<file path="src/rtl/ln_job_sequencer.sv">
// ln_job_sequencer: FIFO-buffered job issuer for the maclaurin_box ln() engine.
// Queues x operands, issues one start pulse per job, holds x for the whole
// calculation, returns {ln, error, timeout} on a valid/ready slot, and turns
// a hung engine into a flagged result through a watchdog.
// Ports:
//   clk_clk, reset_reset          clock, async active-high reset
//   in_x/in_valid/in_ready        operand push (ready = FIFO not full)
//   out_ln/out_error/out_timeout  held result, qualified by out_valid
//   out_valid/out_ready           result handshake
//   box_x_export/box_start_export engine operand and start pulse
//   box_ln_export                 engine result
//   box_status_export             engine status {done, error}
//   busy, fifo_count              FSM activity and FIFO occupancy
module ln_job_sequencer #(
   parameter int FIFO_DEPTH = 4,
   parameter int TIMEOUT    = 63
) (
   input  logic                          clk_clk,
   input  logic                          reset_reset,
   input  logic [31:0]                   in_x,
   input  logic                          in_valid,
   output logic                          in_ready,
   output logic [31:0]                   out_ln,
   output logic                          out_error,
   output logic                          out_timeout,
   output logic                          out_valid,
   input  logic                          out_ready,
   output logic [31:0]                   box_x_export,
   output logic                          box_start_export,
   input  logic [31:0]                   box_ln_export,
   input  logic [1:0]                    box_status_export,
   output logic                          busy,
   output logic [$clog2(FIFO_DEPTH):0]   fifo_count
);

   localparam int AW = $clog2(FIFO_DEPTH);
   localparam int CW = AW + 1;

   typedef enum logic [1:0] {
      S_IDLE,
      S_START,
      S_WAIT_BUSY,
      S_WAIT_DONE
   } state_t;

   state_t            r_state;
   state_t            w_state_nxt;

   logic [31:0]       r_mem [FIFO_DEPTH];
   logic [AW-1:0]     r_wr_ptr;
   logic [AW-1:0]     r_rd_ptr;
   logic [CW-1:0]     r_count;

   logic [15:0]       r_timer;
   logic [15:0]       w_timer_inc;
   logic [31:0]       r_x;
   logic [31:0]       r_ln;
   logic              r_err;
   logic              r_to;
   logic              r_valid;

   logic              w_in_ready;
   logic              w_push;
   logic              w_pop;
   logic              w_cap;
   logic              w_cap_to;
   logic              w_waiting;
   logic              w_timeout;
   logic              w_done;

   assign w_done      = box_status_export[1];
   assign w_in_ready  = (r_count != CW'(FIFO_DEPTH));
   assign w_push      = in_valid & w_in_ready;
   assign w_waiting   = (r_state == S_WAIT_BUSY) ||
                        (r_state == S_WAIT_DONE);
   // The timer holds the number of wait cycles already spent; the watchdog
   // fires in the cycle that brings the count up to TIMEOUT.
   assign w_timer_inc = r_timer + 16'd1;
   assign w_timeout   = w_waiting && (w_timer_inc == 16'(TIMEOUT));

   always_comb begin
      w_state_nxt = r_state;
      w_pop       = 1'b0;
      w_cap       = 1'b0;
      w_cap_to    = 1'b0;
      unique case (r_state)
         S_IDLE: begin
            if ((r_count != '0) && !r_valid) begin
               w_pop       = 1'b1;
               w_state_nxt = S_START;
            end
         end
         S_START: begin
            w_state_nxt = S_WAIT_BUSY;
         end
         S_WAIT_BUSY: begin
            if (w_timeout) begin
               w_cap_to    = 1'b1;
               w_state_nxt = S_IDLE;
            end else if (!w_done) begin
               w_state_nxt = S_WAIT_DONE;
            end
         end
         S_WAIT_DONE: begin
            // Watchdog wins over a done arriving in the same cycle.
            if (w_timeout) begin
               w_cap_to    = 1'b1;
               w_state_nxt = S_IDLE;
            end else if (w_done) begin
               w_cap       = 1'b1;
               w_state_nxt = S_IDLE;
            end
         end
         default: begin
            w_state_nxt = S_IDLE;
         end
      endcase
   end

   always_ff @(posedge clk_clk or posedge reset_reset) begin
      if (reset_reset) begin
         r_state <= S_IDLE;
      end else begin
         r_state <= w_state_nxt;
      end
   end

   // Storage needs no reset: occupancy is tracked by the pointers.
   always_ff @(posedge clk_clk) begin
      if (w_push) begin
         r_mem[r_wr_ptr] <= in_x;
      end
   end

   always_ff @(posedge clk_clk or posedge reset_reset) begin
      if (reset_reset) begin
         r_wr_ptr <= '0;
         r_rd_ptr <= '0;
         r_count  <= '0;
      end else begin
         if (w_push) begin
            r_wr_ptr <= r_wr_ptr + AW'(1);
         end
         if (w_pop) begin
            r_rd_ptr <= r_rd_ptr + AW'(1);
         end
         unique case ({w_push, w_pop})
            2'b10:   r_count <= r_count + CW'(1);
            2'b01:   r_count <= r_count - CW'(1);
            default: r_count <= r_count;
         endcase
      end
   end

   always_ff @(posedge clk_clk or posedge reset_reset) begin
      if (reset_reset) begin
         r_timer <= '0;
      end else if (r_state == S_START) begin
         r_timer <= '0;
      end else if (w_waiting) begin
         r_timer <= w_timer_inc;
      end
   end

   always_ff @(posedge clk_clk or posedge reset_reset) begin
      if (reset_reset) begin
         r_x <= '0;
      end else if (w_pop) begin
         r_x <= r_mem[r_rd_ptr];
      end
   end

   always_ff @(posedge clk_clk or posedge reset_reset) begin
      if (reset_reset) begin
         r_ln    <= '0;
         r_err   <= 1'b0;
         r_to    <= 1'b0;
         r_valid <= 1'b0;
      end else if (w_cap_to) begin
         r_ln    <= '0;
         r_err   <= 1'b1;
         r_to    <= 1'b1;
         r_valid <= 1'b1;
      end else if (w_cap) begin
         r_ln    <= box_ln_export;
         r_err   <= box_status_export[0];
         r_to    <= 1'b0;
         r_valid <= 1'b1;
      end else if (r_valid && out_ready) begin
         r_valid <= 1'b0;
      end
   end

   assign in_ready         = w_in_ready;
   assign fifo_count       = r_count;
   assign out_ln           = r_ln;
   assign out_error        = r_err;
   assign out_timeout      = r_to;
   assign out_valid        = r_valid;
   assign box_x_export     = r_x;
   assign box_start_export = (r_state == S_START);
   assign busy             = (r_state != S_IDLE);

endmodule

</file>
<file path="config.mk">
export PLATFORM = sky130hd
export DESIGN_NAME = ln_job_sequencer
export DESIGN_NICKNAME = d
export VERILOG_FILES = /design/src/rtl/ln_job_sequencer.sv
export SDC_FILE = /design/constraint.sdc
export NUM_CORES = 1
export LEC_CHECK = 0
export CAP_MARGIN = 40
export CORE_ASPECT_RATIO = 0.9
export CORE_MARGIN = 2
export CORE_UTILIZATION = 38
export CTS_CLUSTER_SIZE = 14
export DETAILED_ROUTE_END_ITERATION = 12
export PLACE_DENSITY = 0.71
export SYNTH_ARGS = -nofsm -noshare
export SYNTH_HDL_FRONTEND = slang
export SYNTH_SLANG_ARGS = --single-unit
</file>
<file path="constraint.sdc">
create_clock -name clk_clk -period 8 [get_ports clk_clk]
set_clock_uncertainty 0.15 [all_clocks]
set_input_delay 0.8 -clock clk_clk [delete_from_list [all_inputs] [get_ports clk_clk]]
set_output_delay 0.8 -clock clk_clk [all_outputs]
set_load 0.1 [all_outputs]
</file>
==> metrics.md <==
| Metric | Value |
|---|---|
| Number of global-route vias before repair | 5606 |
| Buffers added on ports | 142 |
| Arr. time, crit path | 2540 ps |
| Placed cells | 1014 |
| Initial Util | 0.3830 |
| Non-Filler Instances | 1059 |
| CTS buffer count | 24 |
| Hold Crit Class | reg2reg |
| Core area | 23140 sq um |
| Global-route wire length before repair | 29880 um |
| Clk slew on worst S/H paths | 50 ps |
| Die Height | 148.9 um |
| Final Cycle Share | 0.4359 |
| Final Hold Viols | 0 |
| Ys async rst share | 0.4182 |
| Post-synth EDFFs | 128 |
| CP required | 7050 ps |
| Yosys Warn Count | 0 |
| Wire length on met3 | 1033 um |
| M1 wire length | 7795 um |
| Die Wd | 165.0 um |
| Cells after Synth | 513 |
| Syn Area/Cell | 17.28 sq um |
| Critical path class | reg2out |
| Gr usage total | 0.1572 |
| Top layer in use | met4 |
| Residual DRC count | 0 |
| Routed Wire Length | 18980 um |
| Pre-antenna DRT Iters | 4 |
| Dpl hpwl | 12550 um |
| Synthesized Nets | 591 |
| Most used DFF post-synth | edfxtp_1 |
| Post-Syn Area | 8864 sq um |
| Drt wl/cell | 17.92 um |
| Largest net degree at the start of global routing | 67 |
| Cts-stage hold buffer count | 0 |
| Setup TNS | 0 ps |
| Max Clk Rate | 286.8 MHz |
| FP Rows | 53 |
| Antenna-violating nets left | 0 |
| Pins Over Slew Limit | 0 |
| NumNets Final | 816 |
| Ports | 143 |
| Iteration-0 DRC Markers | 313 |
| Die area | 24560 sq um |
| Final non-filler cell area | 12730 sq um |
| Number of setup buffers added after CTS | 0 |
| Clock sinks | 220 |
| Clock buffer depth | 3 |
| Layout cell share with drive strength beyond 1 | 0.3056 |
| RSZ-0062 raised after global routing | no |
| Setup-failing EPs final | 0 |
| Clock Latency Late Sink | 510 ps |
| Root Buffer | clkbuf_16 |
| DR WL met2 | 9812 um |
| Initial antenna violation count | 1 |
| Yosys cell types | 53 |
| Via count | 5136 |
| Period minus WS final | 3487 ps |
| Crit start category | register |
| CTS resizes | 0 |
| CTS tree | done |
| Endpoint type of the worst setup path | output port |
| Flops & latches, synth | 220 |
| Routability Congestion | 0.8375 |
| Area growth syn-to-layout | 43.62% |
| Grt ovf | 0 |
| Via/cell ratio | 4.850 |
| Run status | completed |
| Seq/Total Area, Yosys | 0.6934 |
| Max_cap viols | 0 |
| Worst-path fanout max | 17 |
| Worst-Margin Slew | 849.5 ps |
| H-tree depth | 1 |
| Dpl cell area | 11950 sq um |
| Slew margin rel. | 0.4337 |
kinds of logic (layout without fill, tap and decap cells):
family / Yosys count / count (layout) / share of synthesized area
buf+inv: 37 / 280 / 0.02301
xor+xnor: 18 / 18 / 0.01779
fa+ha+maj: 8 / 8 / 0.01214
mux: 100 / 100 / 0.1628
simple gates: 99 / 99 / 0.06818
flops: 220 / 220 / 0.6934
compound gates: 31 / 31 / 0.02273
other cells: 0 / 1 / 0
routing by layer:
metal,track usage,vias up
met5,0,-
met4,0.03391,0
li1,-,2364
met2,0.2792,125
met1,0.1979,2623
met3,0.03392,24
critical path: stages (launching register included):
cell	delay, ps
dfrtp_1	480
nor2_2	550
inv_1	230
clkdlybuf4s50_1	560
buf_16	200
sequential cells by signal (all words and copies together), names as in the netlist:
name          count
r_timer          16
r_rd_ptr          2
out_valid         1
out_ln           32
box_x_export     32
out_error         1
r_state           2
r_wr_ptr          2
out_timeout       1
r_mem           128
fifo_count        3
synthesized netlist by cell type, drive strengths merged, types with 2 or more instances:
| cell | n | share of area |
|---|---|---|
| nand2 | 22 | 0.0093 |
| nand4 | 5 | 0.0059 |
| mux2 | 33 | 0.042 |
| xnor2 | 11 | 0.011 |
| or3 | 2 | 0.0020 |
| nor4 | 3 | 0.0045 |
| edfxtp | 128 | 0.43 |
| dfrtp | 92 | 0.26 |
| nor3 | 7 | 0.0045 |
| buf | 17 | 0.014 |
| nor2b | 2 | 0.0014 |
| clkbuf | 9 | 0.0040 |
| inv | 11 | 0.0047 |
| o21ai | 17 | 0.0096 |
| ha | 7 | 0.0099 |
| xor2 | 7 | 0.0069 |
| and3 | 6 | 0.0042 |
| nor2 | 38 | 0.026 |
| a21o | 2 | 0.0017 |
| a31oi | 2 | 0.0021 |
| nand3 | 8 | 0.0051 |
| mux2i | 35 | 0.040 |
| mux4 | 32 | 0.081 |
| and4 | 2 | 0.0020 |
area by class of cell:
cell class	instances	area [sq um]
clock buffer	35	671.9
timing repair buffer	225	2845
sequential	220	6148
fill	1749	10410
antenna	1	2.502
multi-input combinational	256	2530
clock inverter	9	110.1
inverter	11	43.79
tap	302	377.9
stage by stage:
step | hold WS, ps | utilization | setup WS [ps]
2_1_floorplan | 315.3 | - | 4264
3_3_place_gp | 313.2 | 0.4556 | 4726
3_5_place_dp | 314.5 | 0.5161 | 4595
4_1_cts | 327.2 | 0.5499 | 4462
5_1_grt | 348.5 | 0.5499 | 4328
6_report | 324.9 | 0.5500 | 4513
placed cells by master (no fill, tap or decap), types with 4 or more instances in the layout:
cell,instances
mux4_2,32
nand2_1,22
and3_2,4
mux2i_1,35
clkdlybuf4s50_1,142
xnor2_1,11
xor2_1,7
nand3_1,6
edfxtp_1,128
dfrtp_1,90
inv_1,10
nor2_1,6
o21ai_0,17
clkbuf_1,8
buf_12,5
buf_16,14
nor2_2,31
ha_1,7
mux2_2,33
buf_8,61
nor3_1,6
clkbuf_16,24
worst paths after layout:
path / from / endpoint / slack, ps / cells after the start
min reg2reg: out_timeout$_DFFE_PP0P_ / out_timeout$_DFFE_PP0P_ / 320 / 1
max in group asynchronous: reset_reset / out_ln[23]$_DFFE_PP0P_ / 6010 / 3
max: r_state[1]$_DFFE_PP0P_ / busy / 4510 / 4
max reg2reg: r_state[1]$_DFFE_PP0P_ / fifo_count[2]$_DFFE_PP0P_ / 4650 / 10
min: out_timeout$_DFFE_PP0P_ / out_timeout$_DFFE_PP0P_ / 320 / 1
min in group asynchronous: reset_reset / box_x_export[17]$_DFFE_PP0P_ / 490 / 2
Power is left out: the tool's default activity adds up to more than one toggle a clock period on the data nets, which glitch-free logic cannot reach.
